==> src/rtl/memory_issue_sequencer.sv <==
// memory_issue_sequencer
//   Buffers memory-class instructions from the decoder and issues them to the
//   `memory` block one at a time. It inserts the spacing that `memory` cannot
//   enforce itself: BRAM read latency after WRITEB, a write slot after SENDL,
//   and a wait for fresh write-buffer data before LOADB. Issue stops on END
//   until reset.
//
// Ports
//   clk_in                 rising-edge clock
//   rst_in                 asynchronous active-low reset
//   instr_in               instruction from decoder (opcode in bits [0:3])
//   instr_valid_in         instr_in valid this cycle
//   instr_ready_out        FIFO can accept (registered)
//   write_buffer_valid_in  FMA write buffer holds fresh results
//   instr_out              instruction issued to `memory` (holds last value)
//   instr_valid_out        one-cycle pulse per issued instruction
//   busy_out               FIFO non-empty or FSM not in ISSUE (registered)
//   halted_out             an END has been issued
//
// state    | meaning
// ---------+----------------------------------------------------------
// ISSUE    | decode FIFO head, issue / pop / branch on opcode
// WAIT_BUF | LOADB at head, waiting for write_buffer_valid_in
// WAIT_RD  | counting down BRAM read latency after WRITEB
// GAP      | one idle cycle after SENDL for the BRAM write slot
// HALTED   | END issued; nothing more until reset

module memory_issue_sequencer #(
  parameter int INSTRUCTION_WIDTH = 32,
  parameter int FIFO_DEPTH        = 4,
  parameter int BRAM_LATENCY      = 3
) (
  input  logic                         clk_in,
  input  logic                         rst_in,
  input  logic [0:INSTRUCTION_WIDTH-1] instr_in,
  input  logic                         instr_valid_in,
  output logic                         instr_ready_out,
  input  logic                         write_buffer_valid_in,
  output logic [0:INSTRUCTION_WIDTH-1] instr_out,
  output logic                         instr_valid_out,
  output logic                         busy_out,
  output logic                         halted_out
);

  localparam int PTR_W  = $clog2(FIFO_DEPTH);
  localparam int CNT_W  = PTR_W + 1;
  localparam int WAIT_W = (BRAM_LATENCY > 0) ? $clog2(BRAM_LATENCY + 1) : 1;

  localparam logic [3:0] OP_NOP    = 4'b0000;
  localparam logic [3:0] OP_END    = 4'b0001;
  localparam logic [3:0] OP_SENDL  = 4'b1000;
  localparam logic [3:0] OP_LOADB  = 4'b1001;
  localparam logic [3:0] OP_WRITEB = 4'b1010;

  typedef enum logic [2:0] {
    S_ISSUE,
    S_WAIT_BUF,
    S_WAIT_RD,
    S_GAP,
    S_HALTED
  } state_t;

  state_t                       state_q, state_d;
  logic [WAIT_W-1:0]            wait_q, wait_d;
  logic [0:INSTRUCTION_WIDTH-1] mem_q [FIFO_DEPTH];
  logic [PTR_W-1:0]             wr_ptr_q, rd_ptr_q;
  logic [CNT_W-1:0]             count_q, count_d;
  logic                         push_q;
  logic                         ready_q;
  logic                         busy_q;
  logic [0:INSTRUCTION_WIDTH-1] instr_out_q;
  logic                         valid_out_q;

  logic                         push;
  logic                         pop;
  logic                         issue;
  logic                         head_avail;
  logic [0:INSTRUCTION_WIDTH-1] head;
  logic [3:0]                   head_op;

  assign push    = instr_valid_in && ready_q;
  assign head    = mem_q[rd_ptr_q];
  assign head_op = head[0:3];

  // An entry written on the previous edge is not yet eligible for decode;
  // this gives the two-edge push-to-issue latency. Only the newest entry can
  // be that fresh, so the head is eligible unless it is the sole entry and
  // it arrived last edge.
  assign head_avail = (count_q != '0) && !(push_q && (count_q == CNT_W'(1)));

  always_comb begin
    state_d = state_q;
    wait_d  = wait_q;
    pop     = 1'b0;
    issue   = 1'b0;
    unique case (state_q)
      S_ISSUE: begin
        if (head_avail) begin
          unique case (head_op)
            OP_NOP: begin
              pop = 1'b1;
            end
            OP_LOADB: begin
              if (write_buffer_valid_in) begin
                pop   = 1'b1;
                issue = 1'b1;
              end else begin
                state_d = S_WAIT_BUF;
              end
            end
            OP_WRITEB: begin
              pop   = 1'b1;
              issue = 1'b1;
              if (BRAM_LATENCY > 0) begin
                wait_d  = WAIT_W'(BRAM_LATENCY);
                state_d = S_WAIT_RD;
              end
            end
            OP_SENDL: begin
              pop     = 1'b1;
              issue   = 1'b1;
              state_d = S_GAP;
            end
            OP_END: begin
              pop     = 1'b1;
              issue   = 1'b1;
              state_d = S_HALTED;
            end
            default: begin
              pop   = 1'b1;
              issue = 1'b1;
            end
          endcase
        end
      end
      S_WAIT_BUF: begin
        if (write_buffer_valid_in) begin
          pop     = 1'b1;
          issue   = 1'b1;
          state_d = S_ISSUE;
        end
      end
      S_WAIT_RD: begin
        // Terminal count at 1 so the counter lands on 0 as ISSUE resumes;
        // the next issue then follows WRITEB by exactly BRAM_LATENCY+1.
        wait_d = wait_q - WAIT_W'(1);
        if (wait_q <= WAIT_W'(1)) begin
          wait_d  = '0;
          state_d = S_ISSUE;
        end
      end
      S_GAP: begin
        state_d = S_ISSUE;
      end
      S_HALTED: begin
        state_d = S_HALTED;
      end
      default: begin
        state_d = S_ISSUE;
      end
    endcase
  end

  assign count_d = count_q + CNT_W'(push) - CNT_W'(pop);

  always_ff @(posedge clk_in or negedge rst_in) begin
    if (!rst_in) begin
      state_q     <= S_ISSUE;
      wait_q      <= '0;
      wr_ptr_q    <= '0;
      rd_ptr_q    <= '0;
      count_q     <= '0;
      push_q      <= 1'b0;
      ready_q     <= 1'b0;
      busy_q      <= 1'b0;
      instr_out_q <= '0;
      valid_out_q <= 1'b0;
      for (int i = 0; i < FIFO_DEPTH; i++) begin
        mem_q[i] <= '0;
      end
    end else begin
      state_q <= state_d;
      wait_q  <= wait_d;
      count_q <= count_d;
      push_q  <= push;
      if (push) begin
        mem_q[wr_ptr_q] <= instr_in;
        wr_ptr_q        <= wr_ptr_q + PTR_W'(1);
      end
      if (pop) begin
        rd_ptr_q <= rd_ptr_q + PTR_W'(1);
      end
      ready_q     <= (count_d != CNT_W'(FIFO_DEPTH)) && (state_d != S_HALTED);
      busy_q      <= (count_d != '0) || (state_d != S_ISSUE);
      valid_out_q <= issue;
      if (issue) begin
        instr_out_q <= head;
      end
    end
  end

  assign instr_ready_out = ready_q;
  assign instr_out       = instr_out_q;
  assign instr_valid_out = valid_out_q;
  assign busy_out        = busy_q;
  assign halted_out      = (state_q == S_HALTED);

endmodule

==> config.mk <==
export PLATFORM = sky130hd
export DESIGN_NAME = memory_issue_sequencer
export DESIGN_NICKNAME = d
export VERILOG_FILES = /design/src/rtl/memory_issue_sequencer.sv
export SDC_FILE = /design/constraint.sdc
export NUM_CORES = 1
export LEC_CHECK = 0
export ABC_AREA = 1
export CORE_ASPECT_RATIO = 1.25
export CORE_MARGIN = 5
export CORE_UTILIZATION = 45
export CTS_CLUSTER_SIZE = 24
export DETAILED_ROUTE_END_ITERATION = 12
export GPL_ROUTABILITY_DRIVEN = 0
export PLACE_DENSITY = 0.71
export SLEW_MARGIN = 20
export SYNTH_ARGS = -nofsm -noshare
export SYNTH_HDL_FRONTEND = slang
export SYNTH_SLANG_ARGS = --single-unit
==> constraint.sdc <==
create_clock -name clk_in -period 4 [get_ports clk_in]
set_input_delay 0.4 -clock clk_in [delete_from_list [all_inputs] [get_ports clk_in]]
set_output_delay 0.4 -clock clk_in [all_outputs]
set_load 0.005 [all_outputs]
Word-level counts from Yosys, hierarchy flattened
Index checks and enable logic that the tools add are counted.

Word-level logic and storage cells: 74. Output and inout bits: 36. Bits of input ports: 36. Register bits after elaboration: 176.

Bitwise operators: 2. Equality and inequality tests: 12. Add/subtract/negate cells: 5. Reductions and logical operators: 14. Magnitude comparators: 4. Multiplexer cells: 23.

Operator list (number): $bwmux 128 (1); $mux 32 (3); $bmux 32 s2 (1); $demux 32 s2 (1); $pmux 3 s4 (2); $eq 4x4->1 const B (3); $mux 3 (4); $reduce_bool 3->1 (3); $eq 3x1->1 const B (2); $ge 3x3->1 const B (2); $mux 2 (3); $ne 3x3->1 const B (2); $not 2->3 (2); $pmux 1 s2 (3); $logic_and 1x1->1 (5); $add 2x1->2 const B (2); $eq 4x1->1 const B (1); $logic_not 4->1 (1); $mux 1 (4); $pmux 2 s2 (1); $add 3x1->3 (1); $eq 3x2->1 const B (1); $eq 3x3->1 const B (1); $logic_not 3->1 (1); 10 further kinds (10).

Logic depth before layout (Yosys ltp)
Gate-level depths: netlist of the first run.

Word-level depth: 11. Gate-level depth with buffers: 19. Gate-level depth less buffers: 17.

Least setup slack after synthesis of the first run
OpenSTA, ideal clock, no wires.

Kind: flip-flop to flip-flop. From: register rd_ptr_q[0]. To: register busy_q, in the netlist busy_out. Setup slack: 1176 ps. Arrival time: 2694 ps. Buffers on the path: 2. Data required time: 3869 ps. Clock period less this slack: 2824 ps. Library setup time: 131 ps. Cell stages (with the launch flop): 19. Path through: dfrtp_1 > inv_2 > buf_6 > nand2_1 > nand3_1 > nand2_1 > nor2_2 > nand3_1 > nand2_1 > nand2_4 > buf_2 > ha_1 > inv_1 > ha_1 > fa_1 > xor2_1 > nand3b_1 > nor2_1 > nand4_1.

Word-level cells in the longest chain between the ends: 11. Elaborated cells between the ends (all ways): 18. Those cells by class: 1 x add/sub; 4 x eq/ne; 9 x mux; 1 x bitwise; 3 x reduce/logical.

Ends and longest elaborated chain: start: declaration (line 66) `logic [PTR_W-1:0] wr_ptr_q, rd_ptr_q;`; start signal: assignment (line 191) `rd_ptr_q <= rd_ptr_q + PTR_W'(1);`; $not 2->3 (implied by the code) (line 82) `assign head = mem_q[rd_ptr_q];`; $bmux 32 s2 (line 82); $mux 32 (implied by the code) (2 in a row) (line 82); $eq 4x4->1 (line 99) `unique case (head_op)`; $mux 1 (line 99); $mux 1 (line 98) `if (head_avail) begin`; $pmux 1 s2 (line 96) `unique case (state_q)`; named net pop (line 75) `logic pop;`; $sub 3x1->3 (line 164) `assign count_d = count_q + CNT_W'(push) - CNT_W'(pop);`; named net count_d[2] (line 67) `logic [CNT_W-1:0] count_q, count_d;`; $reduce_bool 3->1 (line 194) `busy_q <= (count_d != '0) || (state_d != S_ISSUE);`; $logic_or 1x1->1 (line 194); end signal: assignment (line 194); end: declaration (line 70) `logic busy_q;`.

The timed path passes the listed nets, and every way through them passes these cells. The select of a mux whose other input is x is not followed. A chain may end at the register's enable or synchronous reset.

Worst setup path in the final report of the first run
From: register rd_ptr_q[0]. To: register busy_q, in the netlist busy_out.

Word-level cells in the longest chain between the ends: 11. Elaborated cells between the ends (all ways): 18. Those cells by class: 1 x add/sub; 4 x eq/ne; 9 x mux; 1 x bitwise; 3 x reduce/logical.

Ends and longest elaborated chain (line): $not 2->3 (implied by the code) (82); $bmux 32 s2 (82); $mux 32 (implied by the code) (2 in a row) (82); $eq 4x4->1 (99); $mux 1 (99); $mux 1 (98); $pmux 1 s2 (96); $sub 3x1->3 (164); named net count_d[2] (67); $reduce_bool 3->1 (194); $logic_or 1x1->1 (194).

The timed path passes the listed nets, and every way through them passes these cells. The select of a mux whose other input is x is not followed.

==> flow_metrics.py, run 1 <==
metrics = {
    "outcome": {
        "status": "complete, no violations",
    },
    "floorplan": {
        "die_y_um": 156,
        "fp.dieW_um": 127,
        "start_util_pct": 45.7,
        "rows": 53,
        "die-area_sq_um": 19800,
        "coreArea_sq_um": 16800,
        "ios": 72,
    },
    "timing": {
        "skew_ns": 0.0101,
        "rsz0062_at_grt": "no",
        "timing.slew.headroom_pct": 39.5,
        "post-route-period-util_pct": 84.6,
        "finalCriticalPeriod_ns": 3.39,
        "slew_violations": 0,
        "fmax_ghz": 0.295,
        "finalSetupTns_ns": 0,
        "setup_viol": 0,
        "worstMarginPinSlew_ns": 0.904,
        "whs_ns": 0.470,
        "hold_viol": 0,
    },
    "setup_path": {
        "max_stage_delay_ns": 0.56,
        "crit_fanout": 38,
        "cp_slowest_cell": "dfrtp_2",
        "crit_chain": "inv_2, nand2_1, nand3_1, nand2_1, nor2_2, nand3_1, nand2_1, nand2_4, ha_1, inv_1, ha_1, fa_1, xor2_1, nand3b_1, nor2_1, nand4_1",
        "cpLargestDelayFamily": "simple AND/OR/NAND/NOR gates",
        "crit_type": "reg -> reg",
        "path_buf_inv": 2,
        "critPathCaptureType": "flop",
        "start_kind": "flop",
        "cp.arrival_ns": 3.68,
        "cp.required_ns": 4.30,
        "cp_common_cell": "nand2_1",
    },
    "yosys": {
        "ys_ff_latch": 176,
        "synth_edf_count": 0,
        "synth.area.top_cells": "dfrtp_1, nand2_1, o21ai_0",
        "synth.distinct_cells": 28,
        "ys.flop_type": "dfrtp_1",
        "synthCells": 903,
        "synthArstFlopShare_pct": 100,
        "yosysTopAreaCell": "dfrtp_1",
        "ys_seq_area_share_pct": 57.2,
        "post-synth-top-count-cell": "nand2_1",
        "syn_nets": 946,
        "synth_top_cell_area_share_pct": 57.2,
        "syn-cell-area_sq_um": 7690,
        "ys_warn_count": 0,
        "synth_common_cells": "nand2_1, o21ai_0, dfrtp_1",
        "postSynthAreaPerCell_sq_um": 8.52,
    },
    "global_route": {
        "track_usage_pct": 18.4,
        "antenna_found_initial": 0,
        "grt_max_degree": 130,
        "grt_pass1_wl_um": 29600,
        "overflow": 0,
        "grt_pass1_vias": 5955,
    },
    "placed_design": {
        "dp_hpwl_um": 10500,
        "port_buffers": 71,
        "dp.cells": 1149,
    },
    "power": {
        "p_per_area_nw_per_um2": 807,
        "switchingPower_w": 0.00275,
        "pwr-share-clk_pct": 22.7,
        "p_leak_nw": 4.47,
        "power_frac_seq_pct": 40.9,
        "pwr-share-comb_pct": 36.4,
        "switching_share_pct": 37.3,
        "vdd_ir_drop_max_v": 0.000424,
        "internal_power_w": 0.00463,
    },
    "clock_tree": {
        "cts-root-buf": "clkbuf_16",
        "post_cts_resized": 0,
        "cts.sinks": 176,
        "cts_buffer_depth": 2,
        "post-cts-setup-buffers": 0,
        "cts_buffers": 17,
        "htreeDepth": 4,
        "cts_tree": "yes",
        "clk_pin_slew_ns": 0.06,
        "clk-insertion-delay-late_ns": 0.43,
        "ctsHoldBuffers": 1,
    },
    "flow_run": {
        "max_cap_violations": 0,
    },
    "hold_path": {
        "min-delay-path-class": "in -> async",
    },
    "route": {
        "drt-initial-drc-count": 508,
        "ant_nets": 0,
        "vias": 6189,
        "vias_per_cell": 5.24,
        "wl_per_cell_um": 14.7,
        "route.detailed.drc": 0,
        "wl_um": 17400,
        "drt_first_pass_iters": 4,
    },
    "final_layout": {
        "layout-drive-gt1-share_pct": 5.72,
        "layoutNonFillerInstCount": 1182,
        "antenna_cells": 0,
        "final_nets": 992,
        "area.growth.synth_to_final_pct": 19.0,
        "fill_cells": 1565,
    },
}
==> cells by family (layout without fill, tap and decap cells) <==
| group | Yosys count | in the layout | synth area share (%) |
|---|---|---|---|
| AOI/OAI and AO/OA | 222 | 222 | 15.1 |
| xor gates and xnor gates | 4 | 4 | 0.455 |
| adders and majority gates | 7 | 7 | 1.24 |
| buffers and inverters | 110 | 169 | 5.92 |
| DFF | 176 | 176 | 57.2 |
| and+or+nand+nor | 384 | 384 | 20.1 |
==> layout by cell type, fill, tap and decap left out, types with 2 or more instances in the layout <==
cell type	netlist	final
a21oi_1	3	3
buf_4	1	8
bufinv_16	0	2
clkbuf_16	0	17
clkbuf_8	0	2
clkdlybuf4s50_1	0	70
clkinv_4	0	3
clkinvlp_4	0	4
dfrtp_1	176	175
ha_1	6	6
inv_1	53	53
inv_2	2	2
inv_8	0	2
nand2_1	256	252
nand2_2	1	3
nand2_4	2	4
nand3_1	54	54
nand4_1	2	2
nor2_1	66	66
o21ai_0	188	188
o22ai_1	28	28
xor2_1	3	3
==> worst paths after layout <==
check | start | to | slack, ns | cells after the start
max | rd_ptr_q[0] | busy_out | 0.61 | 16
min in group clk_in | instr_out[9] | instr_out[9] | 0.47 | 2
min reg2reg | instr_out[9] | instr_out[9] | 0.47 | 2
max in group asynchronous | rst_in | mem_q[10] | 2.50 | 3
min | rst_in | busy_out | 0.47 | 2
max reg2reg | rd_ptr_q[0] | busy_out | 0.61 | 16
==> power groups by stage <==
stage / Clock [W] / Sequential (W) / Combinational (W)
2_1_floorplan: 0 / 0.00293 / 0.00188
3_3_place_gp: 0 / 0.00302 / 0.00261
3_5_place_dp: 0 / 0.00304 / 0.00269
4_1_cts: 0.00171 / 0.00302 / 0.00270
5_1_grt: 0.00179 / 0.00312 / 0.00309
6_report: 0.00168 / 0.00302 / 0.00269
==> metal layers <==
metal | share of wire (%) | GRT usage, % | vias to the layer above
li1 | - | - | 3041
met1 | 45 | 24.0 | 2979
met2 | 48 | 30.7 | 149
met3 | 5.1 | 3.80 | 20
met4 | 1.6 | 6.39 | 0
met5 | 0 | 0 | -
==> sequential cells by signal (all words and copies together) (netlist names) <==
signal	count
wr_ptr_q	2
instr_ready_out	1
instr_valid_out	1
mem_q	128
count_q	3
push_q	1
rd_ptr_q	2
instr_out	32
state_q	3
wait_q	2
busy_out	1
==> through the flow <==
stage | cell area (sq um) | setup slack [ns] | utilization, % | total power (W)
2_1_floorplan | 7690 | 1.18 | - | 0.00481
3_3_place_gp | 8530 | 0.757 | 50.6 | 0.00563
3_5_place_dp | 8530 | 0.612 | 50.6 | 0.00573
4_1_cts | 9140 | 0.607 | 54.3 | 0.00743
5_1_grt | 9150 | 0.303 | 54.3 | 0.00800
6_report | 9150 | 0.615 | 54.3 | 0.00739
==> layout make-up <==
cell class	count	area, sq um	share of cell area [%]
clock buffer	19	453	4.95
clock inverter	13	153	1.67
inverter	56	210	2.30
multi-input combinational	617	2860	31.2
sequential	176	4410	48.1
tap	220	275	3.01
timing repair buffer	81	802	8.76
Note: power is estimated with default switching activity, not from simulation.
==> inputs of run 2 (changes only) <==
==> constraint.sdc (replaced) <==
create_clock -name clk_in -period 3.44 [get_ports clk_in]
set_input_delay 0.344 -clock clk_in [delete_from_list [all_inputs] [get_ports clk_in]]
set_output_delay 0.344 -clock clk_in [all_outputs]
set_load 0.005 [all_outputs]
==> run 2 against run 1 <==
Effect of this change: via count rose by 0.65%; cell count rose by 0.34%; global-route usage is 0.77 points higher; wire length up 4.4%; setup slack got worse by 0.24 ns; non-clock buffer count rose by 4; core utilization is 0.27 points lower; combinational power grew 18%; largest cell class unchanged; largest power group unchanged.
==> flow_metrics.py, run 2 (synthesized netlist as in run 1, its figures left out) <==
metrics = {
    "floorplan": {
        "fp.dieW_um": 127,
        "coreArea_sq_um": 16800,
        "start_util_pct": 45.7,
        "rows": 53,
        "ios": 72,
        "die_y_um": 156,
        "die-area_sq_um": 19800,
    },
    "route": {
        "route.detailed.drc": 0,
        "wl_um": 18200,
        "vias_per_cell": 5.25,
        "drt_first_pass_iters": 5,
        "wl_per_cell_um": 15.3,
        "vias": 6229,
        "ant_nets": 0,
        "drt-initial-drc-count": 409,
    },
    "final_layout": {
        "mostFrequentLayoutCells": "nand2_1, o21ai_0, dfrtp_1",
        "area.growth.synth_to_final_pct": 18.4,
        "final_nets": 996,
        "largest_register": "mem_q",
        "largest_reg_flops": 128,
        "layout-drive-gt1-share_pct": 5.80,
        "fill_cells": 1628,
        "antenna_cells": 0,
        "mostFrequentLayoutCell": "nand2_1",
    },
    "clock_tree": {
        "clk-insertion-delay-late_ns": 0.43,
        "post_cts_resized": 0,
        "cts.sinks": 176,
        "cts-root-buf": "clkbuf_16",
        "cts_tree": "yes",
        "cts_buffers": 17,
        "post-cts-setup-buffers": 0,
        "clk_pin_slew_ns": 0.06,
        "cts_buffer_depth": 2,
        "htreeDepth": 4,
    },
    "timing": {
        "finalSetupTns_ns": 0,
        "fmax_ghz": 0.326,
        "setup_viol": 0,
        "post-route-period-util_pct": 89.1,
        "layout_setup_ws_ns": 0.376,
        "timing.slew.headroom_pct": 50.7,
        "hold_viol": 0,
        "finalCriticalPeriod_ns": 3.06,
        "whs_ns": 0.453,
        "rsz0062_at_grt": "no",
        "slew_violations": 0,
        "worstMarginPinSlew_ns": 0.738,
        "skew_ns": 0.0121,
    },
    "global_route": {
        "track_usage_pct": 19.2,
        "grt_max_degree": 65,
        "grt_pass1_wl_um": 30700,
        "antenna_found_initial": 0,
        "grt_pass1_vias": 6230,
        "overflow": 0,
    },
    "placed_design": {
        "port_buffers": 71,
        "pre_cts_slack_ns": 0.385,
        "dp_hpwl_um": 10900,
    },
    "setup_path": {
        "start_kind": "flop",
        "critPathCaptureType": "flop",
        "cp.arrival_ns": 3.37,
        "crit_fanout": 11,
        "crit_type": "reg -> reg",
        "cp.required_ns": 3.74,
    },
    "power": {
        "p_per_area_nw_per_um2": 927,
        "vdd_ir_drop_max_v": 0.000472,
        "p_leak_nw": 4.45,
    },
    "hold_path": {
        "min-delay-path-class": "in -> async",
    },
    "flow_run": {
        "max_cap_violations": 0,
    },
    "outcome": {
        "status": "complete, no violations",
    },
}
run 2: cell types whose count changed in the layout (fill, tap and decap cells not counted), moves of 2 or more:
cell	previous run	this run
buf_4	8	12
clkbuf_1	0	3
bufinv_16	2	0
clkinv_2	1	3
run 2: critical path, cell delays in order (launching register included):
cell and delay [ns]:
dfrtp_1 0.53, clkinv_1 0.33, nand3_1 0.17, nand2_1 0.10
nor2_2 0.13, nand3_1 0.08, nand2_1 0.11, nand2_4 0.05
ha_1 0.27, inv_1 0.05, ha_1 0.19, fa_1 0.39
xor2_1 0.19, nand3b_1 0.16, nor2_1 0.09, nand4_1 0.10
run 2: final cells by class:
cell class              count  area [sq um]  area share [%]
flip-flops and latches    176          4410            48.4
inverters                  56           210            2.31
clock buffers              21           450            4.95
multi-input cells         617          2850            31.3
well taps                 220           275            3.02
repair buffers             85           832            9.14
clock inverters            11          83.8           0.920
run 2: report_power, final:
| part | internal (W) | leakage, nW | switching [W] | total [W] |
|---|---|---|---|---|
| combinational | 0.00129 | 1.98 | 0.00190 | 0.00318 |
| clock | 0.000949 | 0.256 | 0.000800 | 0.00175 |
| sequential | 0.00299 | 2.21 | 0.000523 | 0.00351 |
run 2: per-layer routing:
layer / share of wire, % / wire length, um / vias up / GRT usage, %
met3: 5.2 / 948 / 22 / 4.79
met4: 1.4 / 252 / 0 / 5.72
met1: 44 / 8080 / 2982 / 24.8
met5: 0 / 0 / - / 0
li1: - / - / 3053 / -
met2: 49 / 8900 / 172 / 32.1
run 2: through the flow:
step / util [%] / cells / power (W) / cell area, sq um
floorplan: - / 903 / 0.00559 / 7690
detailed placement: 50.8 / 1153 / 0.00671 / 8560
global placement: 50.8 / 1153 / 0.00659 / 8560
finish: 54.1 / 1186 / 0.00845 / 9110
global route: 54.1 / 1186 / 0.00914 / 9110
CTS: 54.0 / 1186 / 0.00850 / 9100
run 2: final timing paths:
check,from,endpoint,slack (ns),cells past startpoint
worst max-delay path,rd_ptr_q[1],busy_out,0.38,15
worst min-delay path,rst_in,push_q,0.45,2
worst max register to register,rd_ptr_q[1],busy_out,0.38,15
worst min register to register,instr_out[5],instr_out[5],0.47,2
max in group asynchronous,rst_in,mem_q[90],2.09,3
min in group clk_in,instr_out[5],instr_out[5],0.47,2
run 2: repair_timing:
action                                 4_1_cts  5_1_grt
hold buffers                                 1        0
setup endpoints to repair                    0        0
endpoints found under the hold margin       54        0
==> RTL change, RTL diff (settings of run 2) <==
Set the parameter `INSTRUCTION_WIDTH` to 64 (it was 32).
--- a/src/rtl/memory_issue_sequencer.sv
+++ b/src/rtl/memory_issue_sequencer.sv
@@ -28,3 +28,3 @@
 module memory_issue_sequencer #(
-  parameter int INSTRUCTION_WIDTH = 32,
+  parameter int INSTRUCTION_WIDTH = 64,
   parameter int FIFO_DEPTH        = 4,
Ports: changed (resized instr_in and instr_out); port bits go from 72 to 136. No check against the original RTL was run, so the function may have changed too.
==> RTL change against run 2 <==
Clock skew up 8.1 ps; synthesized area rose by 88%; power up 93%; wire length rose by 98%; sequential cell count grew 160; non-clock buffer count up 75; cell area increased by 89%; setup slack lost 7.6 ps; synthesized cell count rose by 85%; combinational power up 83%; largest cell class unchanged; highest routed layer unchanged.
==> RTL change: results (changes against run 2) <==
HP Class=input pin to flop; Final Skew=20.3 ps (+8.11 ps); Synth top cells by count=nand2_1, o21ai_0, dfrtp_1; vias in the first global route=11900 (+90%); actual transition at the worst max-transition pin=912 ps (+174 ps); placed wire-length estimate=21700 um (+99%); Worst R2R Start=rd_ptr_q[0]$_DFFE_PN0P_; max reg flops=256 (+100%); static leakage power=8.35 nW (+88%); pin count of the biggest net entering global routing=105 (+62%); Post-Route M1 WL=15300 um (+89%); worst-skew pair later-pin latency=520 ps (+90 ps); status=complete, no violations; fraction of final layout cells with drive strength greater than 1=0.0529 (-0.00504); sequential cell area fraction in the yosys report=0.581 (+0.00911); count of input and output buffers=135 (+90%); post-placement cell area=16100 um^2 (+88%); Synth cell types=29 (+3.6%); cell types occupying the most area after synthesis=dfrtp_1, o21ai_0, nand2_1; Worst Path Max Fanout=26 (+15); data arrival time of the worst path=3450 ps (+80 ps); total global routing track utilization=0.202 (+0.0107); wire length of the first global-routing pass=60300 um (+96%); total CTS buffers=36 (+19); total wirelength of the detailed-routed design=36000 um (+98%); number of H-tree branching levels=2 (-2); number of buffers on the longest clock path=3 (+1)
[RTL change: cell types whose count changed in the layout (fill, tap and decap cells not counted), sizes merged, moves of 31 or more]
cell                  run 2  this run
nand3                    54        86
inv                      58        89
nor2                     67       131
nand2                   259       451
clkdlybuf4s50            70       134
o21ai                   188       380
clkbuf                   21        54
o22ai                    28        60
dfrtp                   176       336
[RTL change: what timing repair did]
item	in CTS	in global routing
resized for setup	0	0
hold buffers	1	0
hold endpoints to repair	99	0
[RTL change: worst min path at each step]
stage	startpoint	to	slack, ps	depth (start not counted)
6_report	instr_in[34]	mem_q[29]$_DFFE_PN0P_	450	3
3_3_place_gp	rst_in	instr_out[17]$_DFFE_PN0P_	450	1
3_5_place_dp	rst_in	instr_out[17]$_DFFE_PN0P_	460	1
5_1_grt	instr_in[17]	mem_q[238]$_DFFE_PN0P_	460	3
4_1_cts	instr_in[20]	mem_q[107]$_DFFE_PN0P_	440	3
2_1_floorplan	rst_in	busy_out$_DFF_PN0_	50	0
[RTL change: routing by layer]
layer,up-vias,track usage
li1,5646,-
met1,5627,0.269
met2,342,0.345
met3,65,0.0268
met4,0,0.0675
met5,-,0
[RTL change: cell type report]
| class | instances | area [um^2] | area share |
|---|---|---|---|
| clock buffers | 54 | 1040 | 0.0603 |
| clock inverters | 9 | 116 | 0.00675 |
| inverters | 88 | 333 | 0.0193 |
| multi-input cells | 1129 | 5160 | 0.299 |
| flip-flops and latches | 336 | 8410 | 0.488 |
| well taps | 412 | 515 | 0.0299 |
| repair buffers | 160 | 1660 | 0.0963 |
[RTL change: critical path: stages, from the launching register on]
cell      delay (ps)
dfrtp_4          610
inv_4            260
nand2_1          110
nand3_1           80
nand2_1           70
nor2_1           150
nand3_1          110
nand2_2           90
nand2_4           50
ha_1             270
inv_1             40
ha_1             180
fa_1             380
xor2_1           190
nand3b_1         170
nor2_1            90
nand4_1          100
[RTL change: cells by family (layout without fill, tap and decap cells)]
logic type / count (synthesis) / after routing / share of synthesized area
adders and majority gates: 7 / 7 / 0.00658
and+or+nand+nor: 672 / 672 / 0.185
xor gates and xnor gates: 4 / 4 / 0.00242
buffers and inverters: 209 / 311 / 0.0645
DFF: 336 / 336 / 0.581
AOI/OAI and AO/OA: 446 / 446 / 0.160
[RTL change: stage by stage]
step	instances	setup slack, ps	util	total power (W)
finish	2188	369	0.542	0.0163
global route	2188	106	0.542	0.0175
CTS	2188	367	0.542	0.0164
detailed placement	2124	402	0.506	0.0126
global placement	2124	459	0.506	0.0123
floorplan	1674	616	-	0.0105
[RTL change: where the power goes]
part / switching [W] / leakage (nW) / internal, W
clock: 0.00152 / 0.564 / 0.00225
combinational: 0.00345 / 3.56 / 0.00235
sequential: 0.000980 / 4.23 / 0.00572
total: 0.00595 / 8.35 / 0.0103
